### src/rtl/spi_pkg.sv
// Shared constants and control-word layout for the SPI register stage.
// Contents: DATA_W/ADDR_W/DEPTH constants, ctrl_t control word struct and
// field bit-position localparams.
package spi_pkg;

    localparam int unsigned DATA_W = 32;
    localparam int unsigned ADDR_W = 5;
    localparam int unsigned DEPTH  = 2 ** ADDR_W;

    // Field bit positions within the control word.
    localparam int unsigned CtrlSendBit     = 0;
    localparam int unsigned CtrlAllOnesBit  = 1;
    localparam int unsigned CtrlAllZerosBit = 2;
    localparam int unsigned CtrlTxEndLsb    = 4;
    localparam int unsigned CtrlTxEndMsb    = 12;
    localparam int unsigned CtrlRxEndLsb    = 16;
    localparam int unsigned CtrlRxEndMsb    = 25;
    localparam int unsigned CtrlRsvdLsb     = 26;
    localparam int unsigned CtrlRsvdMsb     = 31;

    // Packed MSB-first; the pad fields cover the unused bits 15:13 and 3.
    typedef struct packed {
        logic [5:0] rsvd;       // 31:26
        logic [9:0] n_rx_end;   // 25:16
        logic [2:0] pad1;       // 15:13
        logic [8:0] n_tx_end;   // 12:4
        logic       pad0;       // 3
        logic       all_zeros;  // 2
        logic       all_ones;   // 1
        logic       send;       // 0
    } ctrl_t;

endpackage

### src/rtl/spi_data_bank.sv
// DEPTH x DATA_W flop array for the SPI data bank.
// Ports:
//   clck_i/rst_i         clock, synchronous active-high reset (clears every entry)
//   spi_we_i/addr/data   SPI-side write port, wins over the host port on an address clash
//   host_we_i/addr/data  host-side write port
//   spi_rd_o             mem[spi_addr_i], combinational (no write bypass)
//   host_rd_o            mem[host_addr_i], registered (read-during-write gives old word)
module spi_data_bank
    import spi_pkg::*;
#(
    parameter int unsigned DataW = DATA_W,
    parameter int unsigned AddrW = ADDR_W,
    parameter int unsigned Depth = DEPTH
) (
    input  logic             clck_i,
    input  logic             rst_i,
    input  logic             spi_we_i,
    input  logic [AddrW-1:0] spi_addr_i,
    input  logic [DataW-1:0] spi_data_i,
    input  logic             host_we_i,
    input  logic [AddrW-1:0] host_addr_i,
    input  logic [DataW-1:0] host_data_i,
    output logic [DataW-1:0] spi_rd_o,
    output logic [DataW-1:0] host_rd_o
);

    logic [DataW-1:0] mem_q [Depth];
    logic [DataW-1:0] host_rd_q;

    always_ff @(posedge clck_i) begin
        if (rst_i) begin
            for (int i = 0; i < Depth; i++) begin
                mem_q[i] <= '0;
            end
            host_rd_q <= '0;
        end else begin
            host_rd_q <= mem_q[host_addr_i];
            // Host first, SPI second: the later assignment wins on a clash.
            if (host_we_i) begin
                mem_q[host_addr_i] <= host_data_i;
            end
            if (spi_we_i) begin
                mem_q[spi_addr_i] <= spi_data_i;
            end
        end
    end

    assign spi_rd_o  = mem_q[spi_addr_i];
    assign host_rd_o = host_rd_q;

endmodule

### src/rtl/spi_reg_bank.sv
// Register stage upstream of the SPI master: control register, one-deep
// deferred host control write, and the data bank with host/SPI arbitration.
// Ports:
//   clck_i, rst_i                      clock, synchronous active-high reset
//   h_we_ctrl_i, h_ctrl_i              host control write
//   h_we_data_i, h_addr_i, h_data_i    host data write / read address
//   h_rd_o, h_ctrl_o, h_pend_o, h_err_o host readback, pending flag, drop pulse
//   wr1_i, in1_i                       SPI-side control write
//   wr2_i, addr2_i, in2_i              SPI-side data write / transmit read address
//   hold_ctrl_i                        SPI master owns the control register
//   inst_o, reg_o                      control word, transmit word
module spi_reg_bank
    import spi_pkg::*;
(
    input  logic              clck_i,
    input  logic              rst_i,
    input  logic              h_we_ctrl_i,
    input  logic [DATA_W-1:0] h_ctrl_i,
    input  logic              h_we_data_i,
    input  logic [ADDR_W-1:0] h_addr_i,
    input  logic [DATA_W-1:0] h_data_i,
    output logic [DATA_W-1:0] h_rd_o,
    output logic [DATA_W-1:0] h_ctrl_o,
    output logic              h_pend_o,
    output logic              h_err_o,
    input  logic              wr1_i,
    input  logic [DATA_W-1:0] in1_i,
    input  logic              wr2_i,
    input  logic [ADDR_W-1:0] addr2_i,
    input  logic [DATA_W-1:0] in2_i,
    input  logic              hold_ctrl_i,
    output logic [DATA_W-1:0] inst_o,
    output logic [DATA_W-1:0] reg_o
);

    logic [DATA_W-1:0] ctrl_q, ctrl_d;
    logic [DATA_W-1:0] pend_word_q, pend_word_d;
    logic              pend_q, pend_d;
    logic              err_q, err_d;
    logic              host_data_we;
    logic              data_clash;

    always_comb begin
        ctrl_d      = ctrl_q;
        pend_word_d = pend_word_q;
        pend_d      = pend_q;

        if (wr1_i) begin
            ctrl_d = in1_i;
        end else if (!hold_ctrl_i && pend_q) begin
            ctrl_d = pend_word_q;
            pend_d = 1'b0;
        end else if (!hold_ctrl_i && h_we_ctrl_i) begin
            ctrl_d = h_ctrl_i;
        end

        // A host write that cannot land directly this cycle (register owned,
        // SPI write, or a pending word draining) becomes the pending word.
        if (h_we_ctrl_i && (hold_ctrl_i || wr1_i || pend_q)) begin
            pend_word_d = h_ctrl_i;
            pend_d      = 1'b1;
        end
    end

    assign data_clash   = wr2_i && (addr2_i == h_addr_i);
    assign host_data_we = h_we_data_i && !hold_ctrl_i && !data_clash;
    assign err_d        = h_we_data_i && (hold_ctrl_i || data_clash);

    always_ff @(posedge clck_i) begin
        if (rst_i) begin
            ctrl_q      <= '0;
            pend_word_q <= '0;
            pend_q      <= 1'b0;
            err_q       <= 1'b0;
        end else begin
            ctrl_q      <= ctrl_d;
            pend_word_q <= pend_word_d;
            pend_q      <= pend_d;
            err_q       <= err_d;
        end
    end

    spi_data_bank u_bank (
        .clck_i      (clck_i),
        .rst_i       (rst_i),
        .spi_we_i    (wr2_i),
        .spi_addr_i  (addr2_i),
        .spi_data_i  (in2_i),
        .host_we_i   (host_data_we),
        .host_addr_i (h_addr_i),
        .host_data_i (h_data_i),
        .spi_rd_o    (reg_o),
        .host_rd_o   (h_rd_o)
    );

    assign inst_o   = ctrl_q;
    assign h_ctrl_o = ctrl_q;
    assign h_pend_o = pend_q;
    assign h_err_o  = err_q;

endmodule

### config.mk
export PLATFORM = sky130hd
export DESIGN_NAME = spi_reg_bank
export DESIGN_NICKNAME = d
export VERILOG_FILES = /design/src/rtl/spi_pkg.sv /design/src/rtl/spi_data_bank.sv /design/src/rtl/spi_reg_bank.sv
export SDC_FILE = /design/constraint.sdc
export NUM_CORES = 2
export LEC_CHECK = 0
export BUFFER_PORTS_ARGS = -buffer_cell sky130_fd_sc_hd__buf_2
export CAP_MARGIN = 20
export CORE_ASPECT_RATIO = 1.1
export CORE_UTILIZATION = 51
export DETAILED_ROUTE_END_ITERATION = 10
export GPL_ROUTABILITY_DRIVEN = 0
export PLACE_DENSITY = 0.68
export SLEW_MARGIN = 40
export SYNTH_ARGS = -nofsm -noshare
export SYNTH_HDL_FRONTEND = slang
export SYNTH_HIERARCHICAL = 1
export SYNTH_SLANG_ARGS = --single-unit
### constraint.sdc
create_clock -name clck_i -period 3.1 [get_ports clck_i]
set_input_delay 0.155 -clock clck_i [delete_from_list [all_inputs] [get_ports clck_i]]
set_output_delay 0.155 -clock clck_i [all_outputs]
set_load 0.01 [all_outputs]
# ---- Word level (Yosys, flattened, before mapping)
# Memories as Yosys holds them, arrays and structs flattened. A register that Yosys moved wholly into a read port is not among the register bits.
# Index checks and enable logic that the tools add are counted.
dict set report classes {
  muxes 20
  reduce_logical 17
  eq_ne 2
}
# operator n
set op_table {}
lappend op_table {{2-to-1 mux 32 bit} 5}
lappend op_table {{OR reduction 32 bit} 2}
lappend op_table {{2-to-1 mux 1 bit} 13}
lappend op_table {{2-to-1 mux 5 bit} 2}
lappend op_table {{logical AND 1 bit} 7}
lappend op_table {{== test 5 bit} 1}
lappend op_table {{logical OR 1 bit} 3}
lappend op_table {{nonzero test 3 bit} 1}
lappend op_table {{logical NOT 1 bit} 2}
lappend op_table {{!= test 2 x 1 -> 1 bit, second input constant} 1}
lappend op_table {{AND reduction 2 bit} 1}
lappend op_table {{nonzero test 2 bit} 1}
dict set report word_totals {
  ramBits 1024
  memories 1
  inputBits 145
  ff_bits 66
}
# name words width read_ports rd_clocked_by_memory_dff wr line_no
set memory_table {}
lappend memory_table {u_bank.mem_q 32 32 2 1 32 spi_data_bank.sv:27} ;# logic [DataW-1:0] mem_q [Depth];

# ---- Longest topological paths before layout
dict set report logic_depth {
  ltp_word 9
  mapped_depth 9
  ltp_nobuf 7
}

# ---- Cells and area by module
# Netlist, hierarchy kept.
# module seq_area_each_um2 cells_per_inst n_inst area_per_inst_um2
set modules_own_cells {}
lappend modules_own_cells {spi_data_bank 31390.1 4145 1 58848.9}
lappend modules_own_cells {spi_reg_bank 1321.3 409 1 3417.0}

# ---- Least setup slack after synthesis
# No wires, ideal clock.
dict set report synth_timing {
  path_type {input -> register}
  startpoint {input addr2_i[3]}
  endpoint {memory u_bank/mem_q[4][0] in the netlist's numbering, enable pin}
  setup_time_ns 0.396
  path_slack_ns 0.400
  arrival_time_ns 2.305
  stages 6
  required_time_ns 2.704
  cell_sequence {xor2_1 > nor4_1 > a311oi_1 > nor3b_2 > nor2b_1 > a311o_1}
}
# element line_no
set synth_lines {}
lappend synth_lines {{start, declared} spi_reg_bank.sv:29} ;# input logic [ADDR_W-1:0] addr2_i,
lappend synth_lines {{end, declared} spi_data_bank.sv:27}

==> impl_metrics.ini <==
[outcome]
outcome = complete, no violations

[floorplan]
start_util_pct = 51.4
die_area_sq_um = 123000
die_w_um = 335
coreArea_sq_um = 121000
ios = 275
rows = 134
die_h_um = 368

[clock_tree]
numCtsBuffers = 115
clock-root-buffer = clkbuf_16
htreeDepth = 3
cts_buffer_depth = 3
ctsHoldBuffers = 79
cts_resized = 0
cts_tree = built
postCtsSetupBuffers = 0
numClockSinks = 1122
cts.reportedPaths.clkPinSlew_ns = 0.06
clk_latency_ns = 0.80

[drt]
vias = 50794
postRouteAntennaNets = 0
wl_um = 267000
wl_per_cell_um = 41.9
dr.pass1.iters = 9
drcViolationCount = 0
drt_iter0_drc = 8545
viasPerCell = 7.96

[yosys]
yosys.area.top_type = edfxtp_1
synth_flop_cell = edfxtp_1
ys_ff_latch = 1122
synth_cells = 4554
synthesis.nets = 4699
yosysSeqAreaShare_pct = 52.5
syn_area_sq_um = 62300
synth.distinct_cells = 60
ys_top_cells_by_area = edfxtp_1 49%, a22o_1 14%, mux4_2 9.3%, mux2i_1 8.2%, dfxtp_1 3.2%
synth_top_area_share_pct = 49.4
yosys_warnings = 6
async_flop_share_pct = 0
synth-edff-count = 1024
syn_area_per_cell_sq_um = 13.7

[global_route]
antenna_found_initial = 9
grt_pass1_wl_um = 365000
grt_max_degree = 126
grt_pass1_vias = 48692
grt_overflow_total = 0
grt_use_total_pct = 42.4

[run]
drv_cap = 0

[worst_hold_path]
hp-class = in -> reg
hold_end = h_ctrl_o[12]$_SDFFE_PP0P_
worstHoldStart = wr1_i
worst_hold_path.num_cells = 3

[worst_setup_path]
r2r_start = h_pend_o$_SDFFE_PP0P_
cp.arrival_ns = 2.72
worstSetupPathType = reg -> out
cp.required_ns = 2.94
rrSetupSlack_ns = 0.99
r2r_cells = 5
start_kind = flip-flop
worstPathMaxFanout = 2
end_kind = output port
r2r_end = pend_word_q[6]$_SDFFE_PP0P_

[timing]
rsz0062_at_grt = false
setup_violations = 0
worst_pin_slew_ns = 0.974
hold_violations = 0
fin_crit_ns = 2.87
fin_crit_sh_pct = 92.7
fin_hold_ws_ns = 0.0576
fmax_mhz = 348
finalSetupTns_ns = 0
fin_worst_skew_ns = 0.0346
slew_violations = 0
slew_headroom_pct = 35.0

[pwr]
power_density_nw_per_um2 = 520
vdd_ir_drop_max_mv = 0.486
leakage_uw = 0.0260

[finish]
drive_gt1_share_pct = 24.1
nets = 4788
area_delta_synth_final_pct = 14.6
final_util_pct = 58.8
fin_area_sq_um = 71300

[place]
place_area_sq_um = 66600
hpwlAfterDp_um = 162000
port_buffers = 274
==> cells in the mapped netlist, types with 28 or more instances <==
cell / n
nor4_1: 65
a22o_1: 1025
a211oi_1: 32
buf_6: 28
nand4_1: 33
o22ai_1: 256
edfxtp_1: 1024
a21oi_1: 65
nor2b_1: 34
buf_4: 43
clkbuf_1: 402
inv_1: 33
a22oi_1: 128
mux4_2: 256
and3b_1: 34
dfxtp_1: 98
buf_2: 202
nor2_1: 28
mux2i_1: 512
o32ai_1: 31
nand2_1: 68
==> power by group <==
| group | switching, uW | total [uW] | internal, uW |
|---|---|---|---|
| clock network | 6340 | 14400 | 8020 |
| logic | 3060 | 4850 | 1790 |
| registers | 516 | 17900 | 17400 |
==> placed cells by master, fill, tap and decap left out, types with 12 or more instances in the layout <==
cell | netlist | routed
buf_4 | 43 | 193
and3b_1 | 34 | 32
nor2_4 | 0 | 25
clkbuf_16 | 0 | 115
buf_2 | 202 | 270
dlygate4sd3_1 | 0 | 79
a21oi_1 | 65 | 65
edfxtp_1 | 1024 | 1024
dfxtp_1 | 98 | 98
nand2_1 | 68 | 68
buf_12 | 1 | 104
nor2_1 | 28 | 14
a22o_1 | 1025 | 1025
nor2b_1 | 34 | 34
a211o_2 | 0 | 16
or3_2 | 0 | 12
nor4_1 | 65 | 65
a211oi_1 | 32 | 32
inv_1 | 33 | 33
o22ai_1 | 256 | 256
nor3_4 | 10 | 28
clkinv_2 | 0 | 20
mux4_2 | 256 | 256
nand4_1 | 33 | 33
clkbuf_1 | 402 | 16
o32ai_1 | 31 | 31
mux2i_1 | 512 | 512
bufinv_16 | 0 | 12
clkinv_1 | 0 | 19
a22oi_1 | 128 | 128
==> worst max-delay path, cell delays in order (launching register included) <==
cell	delay, ns
edfxtp_1	0.39
mux4_2	0.47
a22oi_1	0.31
nand4_1	0.45
buf_2	0.31
==> final cells by class <==
class / count / area, sq um
fillers: 9268 / 49900
flip-flops and latches: 1122 / 32700
multi-input cells: 2714 / 26700
repair buffers: 657 / 5920
clock buffers: 139 / 3050
well taps: 1632 / 2040
clock inverters: 78 / 771
inverters: 33 / 124
diodes: 7 / 17.5
==> flip-flops by register name, indices dropped and copies added, names as in the netlist <==
signal / cells
h_pend_o: 1
u_bank/mem_q: 1024
pend_word_q: 32
u_bank/host_rd_o: 32
h_ctrl_o: 32
h_err_o: 1
==> logic make-up (layout without fill, tap and decap cells) <==
kind of cell              count (synthesis)  after routing  share of synthesized area [%]
buffers and inverters                   718            907                           5.36
xor gates and xnor gates                  5              5                         0.0703
muxes                                   768            768                           17.5
AOI/OAI and AO/OA                      1565           1565                           20.3
and+or+nand+nor                         376            376                           4.25
DFF                                    1122           1122                           52.5
other                                     0              7                              0
==> worst max-delay path by stage <==
stage / startpoint / endpoint / slack [ns]
finish: u_bank/mem_q[6][23]$_DFFE_PP_ / reg_o[23] / 0.23
detailed placement: addr2_i[0] / u_bank/mem_q[14][31]$_DFFE_PP_ / 0.06
CTS: u_bank/mem_q[11][4]$_DFFE_PP_ / reg_o[4] / 0.37
floorplan: addr2_i[3] / u_bank/mem_q[4][0]$_DFFE_PP_ / 0.40
global placement: addr2_i[0] / u_bank/mem_q[22][26]$_DFFE_PP_ / -0.06
global route: u_bank/mem_q[6][23]$_DFFE_PP_ / reg_o[23] / 0.22
==> per-stage QoR <==
stage	total power [uW]	cells	worst slack, ns
3_5_place_dp	22700	6077	0.0611
4_1_cts	36900	6373	0.372
6_report	37100	6382	0.228
2_1_floorplan	20800	4554	0.400
5_1_grt	37800	6375	0.219
3_3_place_gp	22600	6072	-0.0600
==> layer usage <==
layer  up-vias  GRT usage, %  wire [um]
li1      19135             -          -
met4        14          30.2      23800
met1     25014          51.2      86800
met3      1424          18.6      45500
met5         -         0.236        178
met2      5207          60.2     111000
Power figures use the tool's default switching activity.
